**src/rtl/sdram_avalon_arbiter.sv**
```systemverilog
`default_nettype none
// ============================================================================
// Module   : sdram_avalon_arbiter
// Purpose  : Two-host Avalon-MM arbiter in front of an SDRAM controller slave.
//            It grants one host per command and forwards that host's request
//            downstream. A read-ID FIFO routes each readdatavalid beat back to
//            the host that issued the read.
// Ports    : clk, reset_n                 clock / async active-low reset
//            h0_*, h1_*                   Avalon-MM host-side slave ports
//            m_*                          Avalon-MM master port to SDRAM ctrl
//            rsp_err                      sticky: readdatavalid with no
//                                         outstanding read
// Config   : SDRAM_ARB_RR_EN  defined  -> round-robin tie break
//                             undefined -> fixed priority, host 0 wins ties
// Revision : 1.0  initial release
// ============================================================================
module sdram_avalon_arbiter #(
  parameter int AVS_AW      = 24,
  parameter int AVS_DW      = 16,
  parameter int AVS_BW      = 2,
  parameter int MAX_PENDING = 4
) (
  input  logic              clk,
  input  logic              reset_n,
  // host 0
  input  logic              h0_read,
  input  logic              h0_write,
  input  logic [AVS_AW-1:0] h0_address,
  input  logic [AVS_DW-1:0] h0_writedata,
  input  logic [AVS_BW-1:0] h0_byteenable,
  output logic              h0_waitrequest,
  output logic [AVS_DW-1:0] h0_readdata,
  output logic              h0_readdatavalid,
  // host 1
  input  logic              h1_read,
  input  logic              h1_write,
  input  logic [AVS_AW-1:0] h1_address,
  input  logic [AVS_DW-1:0] h1_writedata,
  input  logic [AVS_BW-1:0] h1_byteenable,
  output logic              h1_waitrequest,
  output logic [AVS_DW-1:0] h1_readdata,
  output logic              h1_readdatavalid,
  // downstream
  output logic              m_read,
  output logic              m_write,
  output logic [AVS_AW-1:0] m_address,
  output logic [AVS_DW-1:0] m_writedata,
  output logic [AVS_BW-1:0] m_byteenable,
  input  logic              m_waitrequest,
  input  logic [AVS_DW-1:0] m_readdata,
  input  logic              m_readdatavalid,
  // status
  output logic              rsp_err
);

  localparam int c_IDX_W = $clog2(MAX_PENDING);
  localparam int c_PTR_W = c_IDX_W + 1;

  typedef enum logic [0:0] {
    S_IDLE  = 1'b0,
    S_GRANT = 1'b1
  } state_t;

  state_t r_state;
  state_t w_state_nxt;
  logic   r_owner;
  logic   w_owner_nxt;
  logic   r_prio;
  logic   w_prio_nxt;
  logic   r_rsp_err;

  // Read-ID FIFO: one bit per outstanding read (the issuing host).
  logic               r_fifo [MAX_PENDING];
  logic [c_PTR_W-1:0] r_wr_ptr;
  logic [c_PTR_W-1:0] r_rd_ptr;
  logic               w_fifo_empty;
  logic               w_fifo_full;
  logic               w_push;
  logic               w_pop;
  logic               w_head;

  logic w_req0;
  logic w_req1;
  logic w_own_read;
  logic w_own_write;
  logic w_own_wait;
  logic w_m_read;
  logic w_m_write;
  logic w_accept;

  assign w_req0 = h0_read | h0_write;
  assign w_req1 = h1_read | h1_write;

  assign w_own_read  = r_owner ? h1_read  : h0_read;
  assign w_own_write = r_owner ? h1_write : h0_write;

  // Pointers carry one extra wrap bit so full and empty are distinguishable.
  assign w_fifo_empty = (r_wr_ptr == r_rd_ptr);
  assign w_fifo_full  = (r_wr_ptr[c_PTR_W-1] != r_rd_ptr[c_PTR_W-1]) &&
                        (r_wr_ptr[c_IDX_W-1:0] == r_rd_ptr[c_IDX_W-1:0]);

  // --------------------------------------------------------------------------
  // Arbitration FSM, next-state and command outputs
  // --------------------------------------------------------------------------
  always_comb begin
    w_state_nxt    = r_state;
    w_owner_nxt    = r_owner;
    w_prio_nxt     = r_prio;
    w_m_read       = 1'b0;
    w_m_write      = 1'b0;
    w_own_wait     = 1'b1;
    w_accept       = 1'b0;
    w_push         = 1'b0;
    h0_waitrequest = 1'b1;
    h1_waitrequest = 1'b1;

    case (r_state)
      S_IDLE: begin
        if (w_req0 && w_req1) begin
          w_owner_nxt = r_prio;
          w_state_nxt = S_GRANT;
        end else if (w_req0) begin
          w_owner_nxt = 1'b0;
          w_state_nxt = S_GRANT;
        end else if (w_req1) begin
          w_owner_nxt = 1'b1;
          w_state_nxt = S_GRANT;
        end
      end

      S_GRANT: begin
        // Reads stall while every ID slot is in use; writes never do.
        w_m_read   = w_own_read && !w_fifo_full;
        w_m_write  = w_own_write;
        w_own_wait = m_waitrequest || (w_own_read && w_fifo_full);
        if (r_owner) begin
          h1_waitrequest = w_own_wait;
        end else begin
          h0_waitrequest = w_own_wait;
        end

        w_accept = (w_m_read || w_m_write) && !m_waitrequest;
        if (w_accept) begin
          w_state_nxt = S_IDLE;
          w_push      = w_m_read;
`ifdef SDRAM_ARB_RR_EN
          w_prio_nxt  = !r_owner;
`else
          w_prio_nxt  = 1'b0;
`endif
        end else if (!(w_own_read || w_own_write)) begin
          // Host withdrew a pending request; release the grant, keep prio.
          w_state_nxt = S_IDLE;
        end
      end

      default: begin
        w_state_nxt = S_IDLE;
      end
    endcase
  end

  assign m_read       = w_m_read;
  assign m_write      = w_m_write;
  assign m_address    = r_owner ? h1_address    : h0_address;
  assign m_writedata  = r_owner ? h1_writedata  : h0_writedata;
  assign m_byteenable = r_owner ? h1_byteenable : h0_byteenable;

  // --------------------------------------------------------------------------
  // Read return routing: zero-latency, only the valid strobe is steered
  // --------------------------------------------------------------------------
  assign w_pop  = m_readdatavalid && !w_fifo_empty;
  assign w_head = r_fifo[r_rd_ptr[c_IDX_W-1:0]];

  assign h0_readdatavalid = w_pop && !w_head;
  assign h1_readdatavalid = w_pop &&  w_head;
  assign h0_readdata      = m_readdata;
  assign h1_readdata      = m_readdata;
  assign rsp_err          = r_rsp_err;

  // --------------------------------------------------------------------------
  // State registers
  // --------------------------------------------------------------------------
  always_ff @(posedge clk or negedge reset_n) begin
    if (!reset_n) begin
      r_state   <= S_IDLE;
      r_owner   <= 1'b0;
      r_prio    <= 1'b0;
      r_wr_ptr  <= '0;
      r_rd_ptr  <= '0;
      r_rsp_err <= 1'b0;
    end else begin
      r_state <= w_state_nxt;
      r_owner <= w_owner_nxt;
      r_prio  <= w_prio_nxt;
      if (w_push) begin
        r_wr_ptr <= r_wr_ptr + c_PTR_W'(1);
      end
      if (w_pop) begin
        r_rd_ptr <= r_rd_ptr + c_PTR_W'(1);
      end
      if (m_readdatavalid && w_fifo_empty) begin
        r_rsp_err <= 1'b1;
      end
    end
  end

  // ID storage needs no reset: validity is tracked by the pointers alone.
  always_ff @(posedge clk) begin
    if (w_push) begin
      r_fifo[r_wr_ptr[c_IDX_W-1:0]] <= r_owner;
    end
  end

endmodule
`default_nettype wire

```
**config.mk**
```make
export PLATFORM = sky130hd
export DESIGN_NAME = sdram_avalon_arbiter
export DESIGN_NICKNAME = d
export VERILOG_FILES = /design/src/rtl/sdram_avalon_arbiter.sv
export SDC_FILE = /design/constraint.sdc
export NUM_CORES = 1
export LEC_CHECK = 0
export ABC_AREA = 1
export BUFFER_PORTS_ARGS = -buffer_cell sky130_fd_sc_hd__buf_2
export CELL_PAD_IN_SITES_DETAIL_PLACEMENT = 2
export CELL_PAD_IN_SITES_GLOBAL_PLACEMENT = 2
export CORE_MARGIN = 1.5
export CORE_UTILIZATION = 12
export DETAILED_ROUTE_END_ITERATION = 7
export HOLD_SLACK_MARGIN = 0.1
export PLACE_DENSITY_LB_ADDON = 0.1
export SYNTH_ARGS = -nofsm -noshare
export SYNTH_HDL_FRONTEND = slang
export SYNTH_SLANG_ARGS = --single-unit
```
**constraint.sdc**
```tcl
create_clock -name clk -period 1.3 [get_ports clk]
set_input_delay 0.195 -clock clk [delete_from_list [all_inputs] [get_ports clk]]
set_output_delay 0.195 -clock clk [all_outputs]
set_load 0.01 [all_outputs]
```
==> results.tsv, run 1 <==
stage	metric	value	unit
synth	Yosys cell types	25	
grt	total track usage	10.87	%
cells_and_area	most common cell after layout, fill and taps aside	buf_2	
place	IO buf count	140	
routing	Detailed Route WL	8.286	mm
job	maxcap violations	0	
routing	routed via count	2227	
synth	post-synthesis sequential area ratio	22.46	%
grt	largest net degree at the start of global routing	24	
floorplanning	row count	41	
grt	vias in the first global route	2402	
floorplanning	Die Span Y	116.2	um
run_status	failing checks	negative setup slack	
power_and_ir_drop	part of the power in registers	10.4	%
timing	RSZ-0062 raised after global routing	yes	
cts	clk slew on worst S/H paths	0.05	ns
routing	first-pass detailed-route iteration total	3	
cells_and_area	final layout net count	538	
cts	CTS Sinks	13	
timing	setup violators final	58	
power_and_ir_drop	Net Sw Frac	44.67	%
timing	Worst Skew	0.001675	ns
power_and_ir_drop	Psw	3.288	mW
routing	post-route ant nets	0	
critical_path	Critical Path RT	1.11	ns
floorplanning	IO Count	189	
timing	Slew HR	70.79	%
cells_and_area	layout cells sized above 1	65.80	%
power_and_ir_drop	Clk pwr share	8.1	%
cells_and_area	footprint of the multi-input gates	1171	um^2
routing	mean routed wirelength per cell	13.90	um
power_and_ir_drop	Power Density	2217	nW/um^2
routing	drt drc	0	
place	global placement routability congestion	0.7015	
cts	root buffer cell	clkbuf_16	
timing	final worst-path cycle share	122.5	%
grt	GRT Residual Overflow	0	
power_and_ir_drop	combinational group share of total power	81.5	%
cts	H-tree lvl count	1	
timing	post-route minimum period	1.593	ns
synth	YS warnings	0	
cts	CTS Buf Count	3	
critical_path	Worst Setup Start Kind	register	
synth	synthesized net count	379	
routing	vias per cell	3.737	
synth	area of the mapped netlist	1538	um^2
cells_and_area	# diodes	0	
synth	Synth Register Bits	13	
grt	initial antenna violation count	1	
critical_path	critical path peak fanout	6	
critical_path	Crit Path Category	register to output port	
run_status	status	finished with violations	
timing	final setup margin	-0.2925	ns
hold_path	Hold Path Class	input pin to register	
power_and_ir_drop	Leak	1.808	nW
floorplanning	chip width	116.2	um
synth	Post-Synthesis Cells	266	
cells_and_area	Final Util	26.42	%
timing	Worst-Margin Slew	0.4344	ns
cts	clock buffer depth	2	
timing	Final Max Tran Viols	0	
cells_and_area	Filler Cell Count	1499	
power_and_ir_drop	maximum VDD drop	0.0005647	V
place	post-DP HPWL	5.842	mm
timing	Fin Setup TNS	-12.21	ns
timing	Final Hold Fails	0	
synth	syn avg cell area	5.781	um^2
floorplanning	Initial Util	12.23	%
floorplanning	CORE AREA	12570	um^2
cells_and_area	area delta synth->final	115.9	%
timing	fmax	627.9	MHz
cts	Worst-Skew Late Latency	0.24	ns
critical_path	CP Capture Type	output port	
routing	initial DRC count	22	
critical_path	WP data arrival	1.40	ns
floorplanning	die area	13500	um^2
cts	TritonCTS clock tree	done	
cells_and_area	most frequent cells in the layout	123 x buf_2, 99 x nand2_1, 36 x nand2_2	
grt	first-pass GRT wire length	11.51	mm
cells_and_area	Storage cell area	349.1	um^2
power_and_ir_drop	Internal Pwr Total	4.073	mW
layout make-up:
| type | instances | share of cell area (%) |
|---|---|---|
| multi-input cells | 193 | 35.27 |
| repair buffers | 194 | 42.39 |
| repair inverters | 1 | 0.2638 |
| well taps | 172 | 6.481 |
| clock inverters | 1 | 0.1507 |
| inverters | 19 | 2.675 |
| flip-flops and latches | 13 | 10.51 |
| clock buffers | 3 | 2.261 |
critical path: stages (launching register included):
cell,delay [ns]
dfrtp_2,0.40
buf_6,0.16
clkinv_8,0.09
buf_12,0.13
clkbuf_16,0.15
nand2_2,0.05
nand2_1,0.05
buf_2,0.13
logic make-up after synthesis:
kind of cell               count (synthesis)  synth area share, %
buffers and inverters                     60                22.86
adders and majority gates                  5                4.068
xor gates and xnor gates                   3                1.709
and+or+nand+nor                          177                45.65
DFF                                       13                22.46
AOI/OAI and AO/OA                          8                3.255
Yosys cell counts, drive strengths merged:
library cell | number | area share (%)
o21ai | 3 | 0.98
edfxtp | 4 | 7.8
or2 | 1 | 0.41
clkbuf | 6 | 1.5
a32o | 1 | 0.65
ha | 5 | 4.1
inv | 19 | 4.6
nand2 | 157 | 39
a21oi | 2 | 0.65
nand4 | 1 | 0.41
xor2 | 2 | 1.1
xnor2 | 1 | 0.57
nand3 | 8 | 2.6
dfrtp | 9 | 15
o31ai | 1 | 0.49
and2 | 1 | 0.41
buf | 35 | 17
o21bai | 1 | 0.49
nor2 | 9 | 2.8
timing repair:
action,4_1_cts,5_1_grt
pin swaps,18,26
hold buffers,1,0
gates cloned,3,5
setup endpoints to repair,57,60
gates resized for setup,52,89
hold endpoints to repair,9,0
setup buffers,22,9
power by group through the flow:
stage | registers, mW | logic [mW] | clock network (mW)
after floorplan | 0.723 | 1.97 | 0
after global placement | 0.708 | 3.68 | 0
after detailed placement | 0.723 | 3.70 | 0
after CTS | 0.727 | 5.11 | 0.607
after global routing | 0.792 | 6.59 | 0.637
final | 0.765 | 6.00 | 0.597
final timing paths:
kind,from,endpoint,slack [ns],cells past startpoint
setup reg to reg,r_rd_ptr[0],r_fifo[1],-0.25,8
min in group asynchronous,reset_n,r_wr_ptr[1],0.36,2
hold reg to reg,rsp_err,rsp_err,0.50,1
hold / removal,m_readdatavalid,rsp_err,0.24,3
max in group asynchronous,reset_n,r_wr_ptr[0],0.72,2
setup / recovery,r_owner,m_address[21],-0.29,7
registers in the layout (all words and copies together), names as in the netlist:
signal    flops
r_owner       1
r_state       1
r_wr_ptr      3
r_rd_ptr      3
rsp_err       1
r_fifo        4
per-layer routing:
metal | up-vias | part of all wire, % | global-route usage, %
met5 | - | 0.16 | 0
met4 | 2 | 0.36 | 1.301
met3 | 6 | 7.6 | 4.100
met2 | 84 | 55 | 20.12
met1 | 1045 | 37 | 12.17
li1 | 1090 | - | -
per-stage QoR:
step	hold slack [ns]	instance area [um^2]	setup slack [ns]	cells	power, mW
global route	0.2720	3321	-0.3712	596	8.017
CTS	0.2130	2919	-0.2874	588	6.444
floorplan	-0.1006	1553	-0.01036	266	2.692
finish	0.2423	3321	-0.2925	596	7.360
global placement	0.08220	2391	-0.07904	561	4.392
detailed placement	0.08291	2391	-0.1123	561	4.422
No activity file was read; power rests on OpenSTA's default activity.
==> inputs of run 2 (changes only) <==
Settings changed: CORE_UTILIZATION 12 to 13.
Clock period 1.3 ns to 1.6 ns, I/O delays scaled along.
==> results.tsv, run 2 (synthesis gave the netlist of run 1 again) <==
stage	metric	value	unit	change
cells_and_area	footprint of the multi-input gates	938.4	um^2	-20%
cells_and_area	Filler Cell Count	1415		-5.6%
cts	CTS Sinks	13		unchanged
grt	GRT Residual Overflow	0		unchanged
routing	first-pass detailed-route iteration total	6		+3
routing	post-route ant nets	0		unchanged
cells_and_area	most common cell after layout, fill and taps aside	nand2_1		
grt	largest net degree at the start of global routing	27		+13%
timing	setup violators final	3		-95%
power_and_ir_drop	Power Density	1758	nW/um^2	-21%
place	IO buf count	140		unchanged
cells_and_area	finished layout cell area	2759	um^2	-17%
place	placed insts	520		-7.3%
cells_and_area	final layout net count	526		-2.2%
power_and_ir_drop	maximum VDD drop	0.0007489	V	+33%
cells_and_area	# diodes	0		unchanged
cells_and_area	Post-Layout Cell Count	555		-6.9%
cts	root buffer cell	clkbuf_16		
timing	final setup margin	-0.009583	ns	+0.2830 ns
routing	vias per cell	3.905		+4.5%
routing	mean routed wirelength per cell	13.73	um	-1.2%
power_and_ir_drop	overall power	4.851	mW	-34%
critical_path	WP data arrival	1.37	ns	-0.03 ns
floorplanning	IO Count	189		unchanged
hold_path	Hold Path Class	input pin to register		
critical_path	reg2reg setup slack	0.04	ns	+0.29 ns
timing	Worst-Margin Slew	0.3727	ns	-0.06178 ns
place	global placement routability congestion	0.7272		+3.7%
critical_path	worst r2r path cells	8		unchanged
critical_path	Critical Path RT	1.36	ns	+0.25 ns
cts	CTS Buf Count	3		unchanged
grt	first-pass GRT wire length	11.83	mm	+2.8%
cts	Worst-Skew Late Latency	0.24	ns	about the same
timing	Fin Setup TNS	-0.01370	ns	+12.20 ns
timing	fmax	621.3	MHz	
timing	post-route minimum period	1.610	ns	
timing	Slew HR	74.94	%	+4.2 points
floorplanning	Initial Util	13.41	%	+1.2 points
floorplanning	CORE AREA	11470	um^2	-8.8%
run_status	failing checks	negative setup slack		
hold_path	Worst Hold Path EP	rsp_err		
critical_path	reg2reg end	rsp_err		
critical_path	Crit Path Category	register to output port		
timing	Worst Skew	0.006182	ns	+0.004507 ns
timing	final worst-path cycle share	100.6	%	
cells_and_area	most frequent cells in the layout	146 x nand2_1, 139 x buf_2, 31 x buf_4		
cells_and_area	max reg flops	4		unchanged
floorplanning	die area	12490	um^2	-7.5%
cells_and_area	Storage cell area	349.1	um^2	unchanged
job	maxcap violations	0		unchanged
routing	routed via count	2167		-2.7%
critical_path	Worst Setup Start Kind	register		
critical_path	critical path peak fanout	4		-2
critical_path	CP Capture Type	output port		
floorplanning	row count	39		-4.9%
floorplanning	Die Span Y	111.8	um	-3.8%
routing	initial DRC count	27		+23%
hold_path	Hold Crit Start	m_readdatavalid		
cts	clock buffer depth	2		unchanged
cts	H-tree lvl count	1		unchanged
routing	Detailed Route WL	7.622	mm	-8.0%
grt	initial antenna violation count	1		unchanged
critical_path	worst r2r src	r_wr_ptr[0]		
cells_and_area	area delta synth->final	79.41	%	
power_and_ir_drop	Leak	1.626	nW	-10%
run_status	status	finished with violations		
floorplanning	chip width	111.8	um	-3.8%
grt	vias in the first global route	2448		+1.9%
place	Area after DPL	2241	um^2	-6.3%
routing	drt drc	0		unchanged
timing	RSZ-0062 raised after global routing	yes		
timing	Final Max Tran Viols	0		unchanged
hold_path	worst hold path depth	3		unchanged
grt	total track usage	11.59	%	+0.72 points
cts	clk slew on worst S/H paths	0.05	ns	about the same
place	post-DP HPWL	5.923	mm	+1.4%
cells_and_area	layout cells sized above 1	53.64	%	-12 points
timing	Hold Slack	0.2638	ns	+0.02149 ns
timing	Final Hold Fails	0		unchanged
cts	TritonCTS clock tree	done		
-- run 2: critical path, cell delays in order, from the launching register on --
cell,delay [ns]
dfrtp_1,0.38
inv_2,0.07
buf_4,0.13
a32o_2,0.28
and2_4,0.16
buf_6,0.11
-- run 2: what timing repair did --
item,CTS,global route
gates resized for setup,22,30
hold buffers,1,0
endpoints found under the hold margin,9,0
pin swaps,10,11
endpoints found under the setup margin,48,56
buffers inserted,27,2
cloned,0,2
-- run 2: worst max path at each step --
stage           startpoint                to  slack [ns]  depth (start not counted)
6_report       r_rd_ptr[1]  h0_readdatavalid       -0.01                          5
5_1_grt        r_rd_ptr[1]    h1_waitrequest       -0.09                          7
4_1_cts        r_rd_ptr[0]  h0_readdatavalid       -0.02                          6
3_5_place_dp   r_rd_ptr[0]  h0_readdatavalid        0.08                          6
3_3_place_gp   r_rd_ptr[0]  h0_readdatavalid        0.12                          6
2_1_floorplan      r_owner         r_fifo[0]        0.24                          7
-- run 2: metrics by stage --
stage | util, % | worst slack (ns)
final | 24.06 | -0.009583
after global routing | 24.06 | -0.09006
after CTS | 22.56 | -0.01972
after detailed placement | 19.54 | 0.08148
after global placement | 19.54 | 0.1238
after floorplan | - | 0.2398
-- run 2: routing by layer --
layer / GRT usage, % / vias up / part of all wire (%)
met5: 0 / - / 0
met4: 2.954 / 0 / 1.8
met3: 3.811 / 16 / 8.8
met2: 22.56 / 86 / 54
met1: 11.75 / 1003 / 36
li1: - / 1062 / -
-- run 2: layout make-up --
type	instances	area share [%]
Clock buffer	4	2.857
Timing Repair Buffer	183	40.86
Sequential cell	13	12.65
Inverter	19	3.129
Tap cell	143	6.485
Multi-Input combinational cell	193	34.01
-- run 2: power breakdown --
group,switching (mW),internal [mW]
sequential,0.108,0.487
clock,0.145,0.337
combinational,1.98,1.79
